<file path="src/rtl/axi_mem_slave.sv">
// axi_mem_slave: AXI-style five-channel slave in front of a 2^ADDR_W x DATA_W register array
//   clk, rst            : clock, synchronous active-high reset
//   read_address/AR_*   : read address channel
//   data_read/R_*       : read data channel (registered)
//   write_address/AW_*  : write address channel
//   data_write/W_*      : write data channel
//   B_*                 : write response channel
module axi_mem_slave #(
    parameter int ADDR_W = 4,
    parameter int DATA_W = 8
) (
    input  logic              clk,
    input  logic              rst,
    input  logic [ADDR_W-1:0] read_address,
    input  logic              AR_VALID,
    output logic              AR_READY,
    output logic [DATA_W-1:0] data_read,
    output logic              R_VALID,
    input  logic              R_READY,
    input  logic [ADDR_W-1:0] write_address,
    input  logic              AW_VALID,
    output logic              AW_READY,
    input  logic [DATA_W-1:0] data_write,
    input  logic              W_VALID,
    output logic              W_READY,
    output logic              B_VALID,
    input  logic              B_READY
);
    localparam int DEPTH = 1 << ADDR_W;

    typedef enum logic {R_IDLE, R_DATA} r_state_e;

    r_state_e          r_state_q, r_state_d;
    logic [DATA_W-1:0] mem_q [DEPTH];
    logic [DATA_W-1:0] data_read_q, data_read_d;
    logic              aw_held_q, aw_held_d, w_held_q, w_held_d, b_valid_q, b_valid_d;
    logic [ADDR_W-1:0] aw_addr_q, aw_addr_d;
    logic [DATA_W-1:0] w_data_q, w_data_d;
    logic              ar_hs, aw_hs, w_hs, commit;
    logic [ADDR_W-1:0] wr_addr;
    logic [DATA_W-1:0] wr_data;

    assign AR_READY  = !rst && r_state_q == R_IDLE;
    assign AW_READY  = !rst && !aw_held_q && !b_valid_q;
    assign W_READY   = !rst && !w_held_q && !b_valid_q;
    assign R_VALID   = r_state_q == R_DATA;
    assign data_read = data_read_q;
    assign B_VALID   = b_valid_q;

    assign ar_hs   = AR_VALID && AR_READY;
    assign aw_hs   = AW_VALID && AW_READY;
    assign w_hs    = W_VALID && W_READY;
    // Commit as soon as both halves are present, whether held or arriving now.
    assign commit  = (aw_held_q || aw_hs) && (w_held_q || w_hs);
    assign wr_addr = aw_held_q ? aw_addr_q : write_address;
    assign wr_data = w_held_q ? w_data_q : data_write;

    always_comb begin
        r_state_d   = r_state_q;
        data_read_d = data_read_q;
        if (r_state_q == R_IDLE) begin
            if (ar_hs) begin
                r_state_d   = R_DATA;
                data_read_d = mem_q[read_address];
            end
        end else if (R_READY) begin
            r_state_d = R_IDLE;
        end
        aw_held_d = commit ? 1'b0 : (aw_held_q || aw_hs);
        w_held_d  = commit ? 1'b0 : (w_held_q || w_hs);
        aw_addr_d = aw_hs ? write_address : aw_addr_q;
        w_data_d  = w_hs ? data_write : w_data_q;
        b_valid_d = commit || (b_valid_q && !B_READY);
    end

    always_ff @(posedge clk) begin
        if (rst) begin
            r_state_q   <= R_IDLE;
            data_read_q <= '0;
            aw_held_q   <= 1'b0;
            w_held_q    <= 1'b0;
            aw_addr_q   <= '0;
            w_data_q    <= '0;
            b_valid_q   <= 1'b0;
            for (int i = 0; i < DEPTH; i++) mem_q[i] <= '0;
        end else begin
            r_state_q   <= r_state_d;
            data_read_q <= data_read_d;
            aw_held_q   <= aw_held_d;
            w_held_q    <= w_held_d;
            aw_addr_q   <= aw_addr_d;
            w_data_q    <= w_data_d;
            b_valid_q   <= b_valid_d;
            // Non-blocking write: a same-edge read above sees the old word.
            if (commit) mem_q[wr_addr] <= wr_data;
        end
    end
endmodule

</file>
<file path="config.mk">
export PLATFORM = sky130hd
export DESIGN_NAME = axi_mem_slave
export DESIGN_NICKNAME = d
export VERILOG_FILES = /design/src/rtl/axi_mem_slave.sv
export SDC_FILE = /design/constraint.sdc
export NUM_CORES = 1
export LEC_CHECK = 0
export ABC_CLOCK_PERIOD_IN_PS = 3900
export CORE_MARGIN = 1
export CORE_UTILIZATION = 45
export CTS_BUF_LIST = sky130_fd_sc_hd__clkbuf_8 sky130_fd_sc_hd__clkbuf_16
export DETAILED_ROUTE_END_ITERATION = 10
export GPL_TIMING_DRIVEN = 0
export PLACE_DENSITY = 0.7
export SLEW_MARGIN = 25
export SYNTH_ARGS = -nofsm -noshare
export SYNTH_HDL_FRONTEND = slang
export SYNTH_SLANG_ARGS = --single-unit
</file>
<file path="constraint.sdc">
create_clock -name clk -period 3.9 [get_ports clk]
set_input_delay 0.78 -clock clk [delete_from_list [all_inputs] [get_ports clk]]
set_output_delay 0.78 -clock clk [all_outputs]
set_load 0.02 [all_outputs]
</file>
Word-level counts from Yosys, hierarchy flattened:

Memory sizes are Yosys's and may differ from the RTL's. A register that Yosys moved wholly into a read port is not among the register bits.
Cells that the tools add are included.

* bits in registers: 16
* latch bits: 0
* memory bits (writable): 128
* memory bits (read-only): 0
* input bits: 23
* output and inout bits: 13
* memories: 1

Memories
* mem_q: words 16, width 8, rd ports 1, clocked after memory_dff 1, write ports 16, RTL line 34 `logic [DATA_W-1:0] mem_q [DEPTH];`

* add/sub/neg operators: 0
* multiply operators: 0
* divide/modulo/power cells: 0
* magnitude comparators: 0
* equality and inequality tests: 0
* shift-type cells: 0
* muxes and demuxes: 13
* bitwise operators: 1
* reductions and logical operators: 21

Operators with widths (count)
* two-way mux 8 bit: 2
* logical AND 1 bit: 10
* two-way mux 1 bit: 9
* two-way mux 4 bit: 2
* OR reduction 8 bit: 1
* zero test 1 bit: 5
* logical OR 1 bit: 3
* AND reduction 2 bit: 1
* OR reduction 2 bit: 1
* inverter 1 bit: 1

Logic depth before layout (Yosys ltp):

* word-level depth: 11
* depth in mapped cells: 7
* depth with buffers taken out: 4

Worst setup path before layout:

Ideal clock, no wire load.

* path kind: input to register
* start point: input AW_VALID
* end point: memory mem_q[0][0] (enable)
* arrival time: 2.032 ns
* required time: 3.566 ns
* slack: 1.534 ns
* cell stages on the path: 5
* path buffers: 1
* path through: nand2b_1 a221oi_4 buf_8 nand3_4 nand2b_1

RTL lines
* start: declaration: RTL line 21 `input logic AW_VALID,`
* end: declaration: RTL line 34

Worst setup path in the final report:

* start point: input rst
* end point: output AR_READY

* word-level cells in the longest chain between the ends: 2

RTL lines
* start: declaration: RTL line 13 `input logic rst,`
* zero test 1 bit: RTL line 43 `assign AR_READY = !rst && r_state_q == R_IDLE;`
* logical AND 1 bit: RTL line 43
* end: declaration: RTL line 16 `output logic AR_READY,`

Every way passes these cells.

==> flow_summary_export.csv <==
group,metric,value,unit
status,outcome,"complete, but fails checks",
status,violations,"design-rule violations",
yosys,synth-simple-area-share,16.23,%
floorplanning,pin_count,36,
worst_setup_path,cp_slowest_cell,"clkdlybuf4s50_1",
clock_tree,tritoncts,"yes",
floorplanning,rows,44,
worst_setup_path,cp_cell_sequence,"clkdlybuf4s50_1, clkbuf_1, clkbuf_2, nor2_1, clkdlybuf4s50_1",
worst_setup_path,critPathRequiredTime,3.12,ns
clock_tree,insertion_delay,0.43,ns
yosys,syn_inst,491,
placement,dp_slack,0.1159,ns
grt,antenna_found_initial,0,
grt,track_usage,21.82,%
placement,gp_congestion,0.7939,
worst_setup_path,critPathArrivalTime,2.84,ns
min_path,min_path_type,"register to register",
timing,fin_skew,0.006603,ns
detailed_routing,wl,15970,µm
timing,fin_crit,3.622,ns
yosys,synth_top_family_by_area,"simple AND/OR/NAND/NOR gates",
timing,fin_ws,0.2782,ns
yosys,async_flop_share,0,%
floorplanning,core-area,0.01464,mm²
yosys,synth_top_area_share,56.54,%
clock_tree,cts_hold_buf,0,
timing,fin_crit_sh,92.87,%
clock_tree,cts_buffer_depth,2,
floorplanning,die_width,124.9,µm
placement,placed_cell_area,0.007372,mm²
yosys,syn_area,0.006798,mm²
yosys,synth.distinct_cells,33,
yosys,synthMuxAreaShare,14.28,%
detailed_routing,viasPerCell,5.737,
timing,hold_violations,0,
yosys,synth_top_area_cell,"edfxtp_1",
floorplanning,start_util,46.42,%
placement,hpwl,10710,µm
grt,grt_first_pass_wirelength,24210,µm
detailed_routing,firstDrtPassIters,8,
flow_run,maxCapViolCount,0,
cells_and_area,drive_gt1_share,18.85,%
yosys,syn_avg_cell_area,13.84,µm²
power_and_ir_drop,p_leak,2.716,nW
clock_tree,cts.sinks,152,
cells_and_area,nets,567,
floorplanning,dieArea,0.01560,mm²
clock_tree,cts_root_buffer,"clkbuf_16",
clock_tree,cts.clk_slew.worst_paths,0.06,ns
detailed_routing,routedWlPerCell,21.55,µm
worst_setup_path,crit_type,"input pin to output pin",
timing,rsz0062_at_grt,"false",
timing,finalSetupViolCount,0,
timing,slew_headroom,26.15,%
grt,grt_pass1_vias,4212,
clock_tree,cts_htree_levels,4,
timing,maxSlewViolCount,0,
cells_and_area,synthToLayoutAreaGrowth,16.77,%
yosys,synthXorXnorAreaFrac,0,%
clock_tree,postCtsSetupBuffers,0,
worst_setup_path,cp_num_buf_inv,4,
yosys,synth_edf_count,128,
grt,grt_max_degree,17,
placement,port_buffers,34,
timing,max_freq,276.1,MHz
grt,grt_remaining_overflow,0,
yosys,synth.area.top_cells,"edfxtp_1 57%, mux4_2 11%, nor2_1 7.2%, dfxtp_1 7.1%, nand2b_1 3.4%",
cells_and_area,final_cell_area,0.007938,mm²
cells_and_area,fill_cells,1224,
detailed_routing,drt_iter0_drc,472,
worst_setup_path,max_stage_delay,0.56,ns
cells_and_area,antenna_cells,0,
yosys,ys_ff_latch,152,
worst_setup_path,crit_family,"buffers and inverters",
detailed_routing,dr_total_vias,4251,
power_and_ir_drop,peakVddDrop,324.9,µV
yosys,synth-compound-area-share,3.847,%
timing,tns,0,ns
yosys,synth_adder_area_share,0,%
timing,tightest_slew,1.077,ns
power_and_ir_drop,power_density,477.9,mW/mm²
clock_tree,cts-buffers-inserted,17,
yosys,yosysWarnings,0,
yosys,synth_fp_nets,514,
floorplanning,die_h,124.9,µm
worst_setup_path,end_kind,"output pin",
yosys,yosysSeqAreaShare,63.61,%
detailed_routing,route.detailed.drc,8,
worst_setup_path,crit_path_max_fanout,10,
yosys,synth_ff_type,"edfxtp_1",
worst_setup_path,path_common_cell,"clkdlybuf4s50_1",
detailed_routing,ant_nets,0,
worst_setup_path,setup.worst_path.start_class,"input pin",
[power breakdown]
part	internal [W]	switching, W
Sequential	0.00183	0.0000307
Combinational	0.000145	0.000238
Clock	0.000836	0.000713
Total	0.00281	0.000982
[synthesized netlist by cell type (2+ instances only)]
master and n:
nand3_2 7, nand2b_1 37, o21ai_1 6, nand2_1 16
or3_1 2, clkbuf_1 15, buf_4 3, mux2_2 8
o31ai_2 2, nand3_1 2, nand3b_1 4, mux4_2 32
nand3_4 9, dfxtp_1 24, edfxtp_1 128, o21ai_0 20
and2_1 2, buf_2 4, nor2_1 130, a22oi_1 8
buf_1 3, mux2i_1 16, nor3_1 3
[cell families (layout without fill, tap and decap cells)]
family	Yosys count	in the layout
mux	56	56
flops	152	152
buf+inv	29	95
compound gates	40	40
simple gates	214	214
[flip-flops by register name, summed over array words and instances, names as in the netlist]
register,cells
B_VALID,1
aw_addr_q,4
data_read,8
aw_held_q,1
R_VALID,1
w_data_q,8
w_held_q,1
mem_q,128
[per-layer routing]
metal / vias up / part of all wire, % / GRT usage [%] / wire length (µm)
met2: 211 / 47 / 32.91 / 7434
met5: - / 0 / 0 / 0
met1: 2090 / 42 / 29.44 / 6629
met4: 0 / 4.3 / 13.20 / 694
li1: 1910 / - / - / -
met3: 40 / 7.6 / 4.338 / 1212
[area by class of cell]
| class | count | area (µm²) | area share (%) |
|---|---|---|---|
| flip-flops and latches | 152 | 4324 | 54.48 |
| multi-input cells | 310 | 2347 | 29.57 |
| clock buffers | 17 | 425.4 | 5.359 |
| repair buffers | 34 | 340.3 | 4.288 |
| well taps | 184 | 230.2 | 2.900 |
| clock inverters | 15 | 131.4 | 1.655 |
| plain buffers | 27 | 131.4 | 1.655 |
| inverters | 2 | 7.507 | 0.09458 |
[per-stage QoR]
step	util [%]	cells	hold WS, ns	total power [W]
5_1_grt	54.20	741	0.5275	0.003899
3_5_place_dp	50.34	709	0.4643	0.002275
3_3_place_gp	50.32	709	0.4605	0.002260
4_1_cts	54.14	741	0.4751	0.003800
2_1_floorplan	-	491	0.4489	0.002122
6_report	54.20	741	0.4741	0.003793
[repair_timing]
item	4_1_cts	5_1_grt
hold endpoints to repair	0	0
gates resized for setup	0	2
setup endpoints to repair	0	1
[tightest hold or removal path: stages (launching register included)]
cell	delay, ns
dfxtp_1	0.31
nand2b_1	0.06
o21ai_0	0.06
[final timing paths]
| check | endpoint | depth (start not counted) | slack [ns] | from |
|---|---|---|---|---|
| worst min-delay path | w_data_q[4]$_SDFFE_PP0P_ | 2 | 0.47 | w_data_q[4]$_SDFFE_PP0P_ |
| worst max register to register | mem_q[13][5]$_SDFFCE_PN0P_ | 4 | 1.34 | w_held_q$_SDFF_PP0_ |
| worst max-delay path | AR_READY | 5 | 0.28 | rst |
| worst min register to register | w_data_q[4]$_SDFFE_PP0P_ | 2 | 0.47 | w_data_q[4]$_SDFFE_PP0P_ |
[layout by cell type, fill, tap and decap left out, types with 3 or more instances in the layout]
cell type / synthesis / routed
nand3_2: 7 / 7
nand2b_1: 37 / 37
dfxtp_1: 24 / 24
mux2i_1: 16 / 13
buf_2: 4 / 4
nand3_4: 9 / 9
o21ai_1: 6 / 6
o21ai_0: 20 / 20
nand3b_1: 4 / 4
clkdlybuf4s50_1: 0 / 34
clkbuf_16: 0 / 17
mux2i_2: 0 / 3
mux4_2: 32 / 32
clkbuf_1: 15 / 14
buf_1: 3 / 3
inv_6: 0 / 8
mux2_2: 8 / 8
edfxtp_1: 128 / 128
nand2_1: 16 / 16
nor2_1: 130 / 130
a22oi_1: 8 / 8
clkinv_4: 0 / 4
buf_4: 3 / 3
nor3_1: 3 / 3
(Power assumes the default switching activity.)
